===== src/rtl/math_game_pkg.sv =====
// Shared types, constants and helpers for the math game core and its LFSR.
package math_game_pkg;

   typedef enum logic [2:0] {
      StIdle   = 3'd0,
      StShow   = 3'd1,
      StThink  = 3'd2,
      StAnswer = 3'd3,
      StReveal = 3'd4,
      StOver   = 3'd5
   } state_e;

   localparam int unsigned BcdMax = 99;

   // Ceiling log2, never less than 1 so derived vectors are always legal.
   function automatic int unsigned clog2(input int unsigned v);
      int unsigned r;
      r = 1;
      while ((32'd1 << r) < v) r++;
      return r;
   endfunction

   // Maximal-length feedback taps for widths 4..8, as a bit mask.
   function automatic logic [7:0] lfsr_taps(input int unsigned w);
      case (w)
         4:       return 8'h0C;
         5:       return 8'h14;
         6:       return 8'h30;
         7:       return 8'h60;
         default: return 8'hB8;
      endcase
   endfunction

   function automatic logic [6:0] thermo7(input int unsigned n);
      logic [6:0] t;
      t = '0;
      for (int unsigned i = 0; i < 7; i++) begin
         if (i < n) t[i] = 1'b1;
      end
      return t;
   endfunction

endpackage


===== src/rtl/lfsr_n.sv =====
// Fibonacci shift-left LFSR with seed load, single-step advance and zero-seed guard.
module lfsr_n
   import math_game_pkg::*;
#(
   parameter int unsigned Width = 5
) (
   input  logic             clk,
   input  logic             rst_n,
   input  logic             load_i,
   input  logic [Width-1:0] seed_i,
   input  logic             advance_i,
   output logic [Width-1:0] next_o
);

   localparam logic [Width-1:0] Taps = Width'(lfsr_taps(Width));

   logic [Width-1:0] lfsr_q, lfsr_d;

   assign next_o = {lfsr_q[Width-2:0], ^(lfsr_q & Taps)};

   always_comb begin
      lfsr_d = lfsr_q;
      if (load_i) begin
         // An all-zero state would lock up, so zero seeds become 1.
         lfsr_d = (seed_i == '0) ? Width'(1) : seed_i;
      end else if (advance_i) begin
         lfsr_d = next_o;
      end
   end

   always_ff @(posedge clk or negedge rst_n) begin
      if (!rst_n) lfsr_q <= Width'(1);
      else        lfsr_q <= lfsr_d;
   end

endmodule


===== src/rtl/math_game_core.sv =====
// Multi-round mental-arithmetic game sequencer with scoring and BCD display output.
// Define MATHGAME_SUB_MODE_EN to subtract odd-indexed operands.
module math_game_core
   import math_game_pkg::*;
#(
   parameter int unsigned N_OPERANDS   = 5,
   parameter int unsigned OP_W         = 5,
   parameter int unsigned TICKS        = 10,
   parameter int unsigned ANSWER_TICKS = 40,
   parameter int unsigned N_ROUNDS     = 8,
   parameter int unsigned MOD          = 100
) (
   input  logic                             clk,
   input  logic                             rst_n,
   input  logic                             start,
   input  logic [OP_W-1:0]                  seed,
   input  logic [7:0]                       answer,
   input  logic                             answer_valid,
   output logic [7:0]                       display,
   output logic [3:0]                       bcd_tens,
   output logic [3:0]                       bcd_units,
   output logic [6:0]                       led,
   output logic [clog2(N_ROUNDS+1)-1:0]     score,
   output logic [3:0]                       round_idx,
   output logic [2:0]                       state,
   output logic                             game_over
);

   localparam int unsigned SCORE_W  = clog2(N_ROUNDS + 1);
   localparam int unsigned ACC_W    = OP_W + clog2(N_OPERANDS) + 1;
   localparam int unsigned SLOT_W   = clog2(N_OPERANDS);
   localparam int unsigned MaxTicks = (TICKS > ANSWER_TICKS) ? TICKS : ANSWER_TICKS;
   localparam int unsigned TICK_W   = clog2(MaxTicks);
   localparam int          ModS     = int'(MOD);

   state_e                   state_q, state_d;
   logic [TICK_W-1:0]        tick_q, tick_d;
   logic [SLOT_W-1:0]        slot_q, slot_d;
   logic [3:0]               round_q, round_d;
   logic signed [ACC_W-1:0]  acc_q, acc_d, acc_next, acc_base, op_acc;
   logic [SCORE_W-1:0]       score_q, score_d;
   logic                     correct_q, correct_d;
   logic [7:0]               display_q, display_d;
   logic [3:0]               tens_q, tens_d, units_q, units_d;
   logic [6:0]               led_q, led_d;
   logic                     game_over_q, game_over_d;
   logic                     lfsr_load, lfsr_adv;
   logic [OP_W-1:0]          operand;
   logic signed [31:0]       rem;
   logic [7:0]               result;
   logic [7:0]               clamp;
   logic                     tick_last, answer_last, slot_last, round_last;

   lfsr_n #(
      .Width (OP_W)
   ) u_lfsr (
      .clk       (clk),
      .rst_n     (rst_n),
      .load_i    (lfsr_load),
      .seed_i    (seed),
      .advance_i (lfsr_adv),
      .next_o    (operand)
   );

   assign tick_last   = (tick_q == TICK_W'(TICKS - 1));
   assign answer_last = (tick_q == TICK_W'(ANSWER_TICKS - 1));
   assign slot_last   = (slot_q == SLOT_W'(N_OPERANDS - 1));
   assign round_last  = (round_q == 4'(N_ROUNDS - 1));

   // Slot 0 starts from zero, so each round's sum begins fresh.
   always_comb begin
      op_acc   = ACC_W'(operand);
      acc_base = (slot_q == '0) ? '0 : acc_q;
`ifdef MATHGAME_SUB_MODE_EN
      acc_next = slot_q[0] ? (acc_base - op_acc) : (acc_base + op_acc);
`else
      acc_next = acc_base + op_acc;
`endif
   end

   always_comb begin
      rem = 32'(acc_q) % ModS;
`ifdef MATHGAME_SUB_MODE_EN
      if (rem < 0) rem = rem + ModS;
`endif
      result = 8'(rem);
   end

   always_comb begin
      state_d     = state_q;
      tick_d      = tick_q;
      slot_d      = slot_q;
      round_d     = round_q;
      acc_d       = acc_q;
      score_d     = score_q;
      correct_d   = correct_q;
      display_d   = display_q;
      led_d       = '0;
      lfsr_load   = 1'b0;
      lfsr_adv    = 1'b0;

      unique case (state_q)
         StIdle: display_d = '0;
         StShow: begin
            if (tick_q == '0) begin
               lfsr_adv  = 1'b1;
               display_d = 8'(operand);
               acc_d     = acc_next;
            end
            if (tick_last) begin
               tick_d = '0;
               if (slot_last) state_d = StThink;
               else           slot_d  = slot_q + SLOT_W'(1);
            end else begin
               tick_d = tick_q + TICK_W'(1);
            end
         end
         StThink: begin
            display_d = '0;
            if (tick_last) begin
               tick_d  = '0;
               state_d = StAnswer;
            end else begin
               tick_d = tick_q + TICK_W'(1);
            end
         end
         StAnswer: begin
            display_d = answer;
            if (answer_valid) begin
               correct_d = (answer == result);
               tick_d    = '0;
               state_d   = StReveal;
            end else if (answer_last) begin
               correct_d = 1'b0;
               tick_d    = '0;
               state_d   = StReveal;
            end else begin
               tick_d = tick_q + TICK_W'(1);
            end
         end
         StReveal: begin
            display_d = result;
            led_d     = correct_q ? 7'h7F : 7'h00;
            if ((tick_q == '0) && correct_q && (score_q != SCORE_W'(N_ROUNDS))) begin
               score_d = score_q + SCORE_W'(1);
            end
            if (tick_last) begin
               tick_d = '0;
               if (round_last) begin
                  state_d = StOver;
               end else begin
                  round_d = round_q + 4'd1;
                  slot_d  = '0;
                  acc_d   = '0;
                  state_d = StShow;
               end
            end else begin
               tick_d = tick_q + TICK_W'(1);
            end
         end
         StOver: begin
            display_d = 8'(score_q);
            led_d     = thermo7(32'(score_q));
         end
         default: state_d = StIdle;
      endcase

      if (((state_q == StIdle) || (state_q == StOver)) && start) begin
         lfsr_load = 1'b1;
         state_d   = StShow;
         tick_d    = '0;
         slot_d    = '0;
         round_d   = '0;
         acc_d     = '0;
         score_d   = '0;
         correct_d = 1'b0;
      end

      game_over_d = (state_d == StOver);
   end

   always_comb begin
      clamp   = (display_d > 8'(BcdMax)) ? 8'(BcdMax) : display_d;
      tens_d  = 4'(clamp / 8'd10);
      units_d = 4'(clamp % 8'd10);
   end

   always_ff @(posedge clk or negedge rst_n) begin
      if (!rst_n) begin
         state_q     <= StIdle;
         tick_q      <= '0;
         slot_q      <= '0;
         round_q     <= '0;
         acc_q       <= '0;
         score_q     <= '0;
         correct_q   <= 1'b0;
         display_q   <= '0;
         tens_q      <= '0;
         units_q     <= '0;
         led_q       <= '0;
         game_over_q <= 1'b0;
      end else begin
         state_q     <= state_d;
         tick_q      <= tick_d;
         slot_q      <= slot_d;
         round_q     <= round_d;
         acc_q       <= acc_d;
         score_q     <= score_d;
         correct_q   <= correct_d;
         display_q   <= display_d;
         tens_q      <= tens_d;
         units_q     <= units_d;
         led_q       <= led_d;
         game_over_q <= game_over_d;
      end
   end

   assign display   = display_q;
   assign bcd_tens  = tens_q;
   assign bcd_units = units_q;
   assign led       = led_q;
   assign score     = score_q;
   assign round_idx = round_q;
   assign state     = state_q;
   assign game_over = game_over_q;

endmodule

===== config.mk =====
export PLATFORM = sky130hd
export DESIGN_NAME = math_game_core
export DESIGN_NICKNAME = d
export VERILOG_FILES = /design/src/rtl/math_game_pkg.sv /design/src/rtl/lfsr_n.sv /design/src/rtl/math_game_core.sv
export SDC_FILE = /design/constraint.sdc
export NUM_CORES = 1
export LEC_CHECK = 0
export CAP_MARGIN = 20
export CORE_MARGIN = 3
export CORE_UTILIZATION = 62
export CTS_CLUSTER_SIZE = 24
export DETAILED_ROUTE_END_ITERATION = 10
export HOLD_SLACK_MARGIN = 0.06
export PLACE_DENSITY = 0.87
export SYNTH_ARGS = -nofsm -noshare
export SYNTH_HDL_FRONTEND = slang
export SYNTH_SLANG_ARGS = --single-unit

===== constraint.sdc =====
create_clock -name clk -period 12.11 [get_ports clk]
set_input_delay 1.211 -clock clk [delete_from_list [all_inputs] [get_ports clk]]
set_output_delay 1.211 -clock clk [all_outputs]
set_load 0.05 [all_outputs]

==> run summary <==
Reg2reg start -> acc_q[8]
Worst-Skew Late Latency -> 0.35 ns
Antenna-violating nets left -> 0
Cell taking the most area after synthesis -> dfrtp_1
Core Area -> 0.007331 sq mm
Status -> finished, final reports clean
Final net count -> 628
Num CTS Buffers -> 9
Number of synthesized flops with an enable pin -> 0
Full die area -> 0.008697 sq mm
Worst Setup SP -> acc_q[8]
Synthesized Nets -> 591
I/O pins -> 52
Setup TNS -> 0 ns
Number of port buffers -> 51
Arr. time, crit path -> 5.56 ns
Critical Path Start Type -> register
Final count of pins violating max slew -> 0
# DRC -> 0
Largest net degree at the start of global routing -> 60
Sink Count -> 59
Synth async-reset ratio -> 100.0%
Grt ovf -> 0
Max Clock Skew -> 0.01550 ns
Unrepaired setup endpoints after global routing -> no
Top post-synthesis cells by area -> dfrtp_1, o21ai_0, nand2_1
Leakage -> 2.254 nW
Max-cap violations -> 0
Synth Register Bits -> 59
CTS Buffer Depth -> 2
Die width -> 93.26 um
Pwr Density -> 233.8 mW/mm^2
Area delta synth->final -> 15.61%
Final worst path period share -> 43.98%
DR pass1 iterations -> 5
Routed vias -> 4,518
Via density -> 6.482
Antenna violations before repair -> 0
Worst path required time -> 12.34 ns
First-pass GRT wire length -> 20,570 um
Slew margin rel. -> 39.33%
Most frequent cell after synthesis -> nand2_1
Seq/Total Area, Yosys -> 31.30%
Critical Path Sink Type -> register
Number of global-route vias before repair -> 4,284
DR WL/cell -> 17.54 um
Routed WL -> 12,220 um
HPWL after DPL -> 8931 um
Highest Clock Rate -> 187.7 MHz
Maximum vdd drop -> 144.0 uV
Initial drt markers -> 435
Syn Std Cell Area -> 0.004721 sq mm
Starting Density -> 64.40%
Gates resized, CTS repair -> 0
Final min period -> 5.326 ns
Final hold viol count -> 0
Hold Buf Count CTS -> 0
CP Class -> reg -> reg
Finished Layout Cells -> 697
Post-Place Cells -> 681
All-Layer GR Usage -> 29.35%
Layout cells sized above 1 -> 9.866%
Slew @ Worst Pin -> 0.9100 ns
Avg Inst Size Synth -> 8.491 sq um
Post-synthesis cell count -> 556
Gpl congestion -> 0.9613
CTS tree -> built
Cells on worst reg2reg path -> 12
CTS root buf -> clkbuf_8
Yosys Warn Count -> 0
Reg2reg end -> bcd_tens[0]
Post-synth top area share -> 30.74%
HP Class -> reg -> reg
Row count -> 31
CP endpoint -> bcd_tens[0]
Synth Flop Type -> dfrtp_1
H-tree depth -> 3
Postcts setup bufs -> 0
Post-synth top cells -> nand2_1, dfrtp_1, o21ai_0
Setup slack on the worst flop-to-flop path -> 6.78 ns
N_diodes -> 0
Worst Path Max Fanout -> 30
Chip height -> 93.26 um
Clock slew at reported path FFs -> 0.07 ns
Count of cell types in the netlist -> 96
Setup violators final -> 0
[cell usage in the layout, fill, tap and decap left out, drive strengths merged, types with 4 or more instances in the layout]
| cell type | count |
|---|---|
| nand2 | 59 |
| dfrtp | 58 |
| o21ai | 52 |
| clkdlybuf4s50 | 50 |
| nor2 | 42 |
| a21oi | 29 |
| inv | 22 |
| ha | 17 |
| and2 | 17 |
| nor3 | 15 |
| xor2 | 14 |
| xnor2 | 14 |
| nand3 | 14 |
| nor2b | 13 |
| o31ai | 12 |
| and3 | 11 |
| nand2b | 10 |
| clkbuf | 10 |
| a31oi | 9 |
| nand4 | 8 |
| mux2i | 8 |
| or3 | 8 |
| a22oi | 7 |
| o22ai | 6 |
| o211ai | 5 |
| a21o | 5 |
| nor3b | 4 |
| buf | 4 |
| a211oi | 4 |
[critical path, cell delays in order (launching register included)]
cell,delay [ns]
dfrtp_1,0.94
clkinv_1,0.49
a2111oi_0,0.61
o32ai_1,0.26
a31oi_2,0.41
nand4_2,0.21
o2111a_1,0.30
a211oi_2,0.56
or2b_1,0.32
a221oi_2,0.39
and2_1,0.35
o21bai_1,0.10
a211o_1,0.28
[power breakdown]
group / total (mW) / internal, mW / switching, mW
Sequential: 0.331 / 0.253 / 0.0782
Clock: 0.202 / 0.116 / 0.0862
Combinational: 0.742 / 0.288 / 0.455
Total: 1.28 / 0.657 / 0.619
[per-layer routing]
metal / GRT usage [%] / wire length, um / vias up
met4: 13.68 / 365 / 0
li1: - / - / 2119
met5: 0 / 0 / -
met3: 4.827 / 797 / 38
met2: 45.62 / 5753 / 212
met1: 39.94 / 5307 / 2149
[state kept, by name (all words and copies together), names as in the netlist]
signal / count
game_over: 1
bcd_units: 4
slot_q: 3
state: 3
u_lfsr.lfsr_q: 5
led: 7
score: 4
bcd_tens: 4
display: 8
correct_q: 1
acc_q: 9
tick_q: 6
round_idx: 4
[per-stage QoR]
| stage | worst slack (ns) | util, % | area, sq um | hold WS, ns | power, mW |
|---|---|---|---|---|---|
| floorplan | 8.019 | - | 4721 | 0.4655 | 0.8839 |
| global placement | 7.061 | 71.50 | 5241 | 0.4894 | 1.037 |
| detailed placement | 6.932 | 71.50 | 5241 | 0.5120 | 1.060 |
| CTS | 6.888 | 74.45 | 5458 | 0.5301 | 1.268 |
| global route | 6.157 | 74.45 | 5458 | 0.5533 | 1.368 |
| finish | 6.784 | 74.45 | 5458 | 0.5262 | 1.276 |
[worst min-delay path by stage]
stage          slack (ns)        startpoint               end  cells after the start
6_report             0.53  u_lfsr.lfsr_q[4]  u_lfsr.lfsr_q[4]                      2
5_1_grt              0.55  u_lfsr.lfsr_q[4]  u_lfsr.lfsr_q[4]                      2
4_1_cts              0.53  u_lfsr.lfsr_q[4]  u_lfsr.lfsr_q[4]                      2
3_5_place_dp         0.51  u_lfsr.lfsr_q[4]  u_lfsr.lfsr_q[4]                      2
3_3_place_gp         0.49  u_lfsr.lfsr_q[4]  u_lfsr.lfsr_q[4]                      2
2_1_floorplan        0.47  u_lfsr.lfsr_q[4]  u_lfsr.lfsr_q[4]                      2
[kinds of logic after synthesis]
logic type,count (synthesis),share of synthesized area (%)
xor gates and xnor gates,28,5.195
muxes,8,1.776
and+or+nand+nor,220,24.94
adders and majority gates,18,4.930
buffers and inverters,50,4.638
AOI/OAI and AO/OA,173,27.22
DFF,59,31.30
[area by class of cell]
type / instances / area, sq um
clock buffer: 10 / 127.6
clock inverter: 6 / 88.84
fill: 531 / 1873
inverter: 22 / 82.58
multi-input combinational: 447 / 3029
sequential: 59 / 1478
tap: 99 / 123.9
timing repair buffer: 54 / 528.0
No activity file was read; power rests on OpenSTA's default activity.
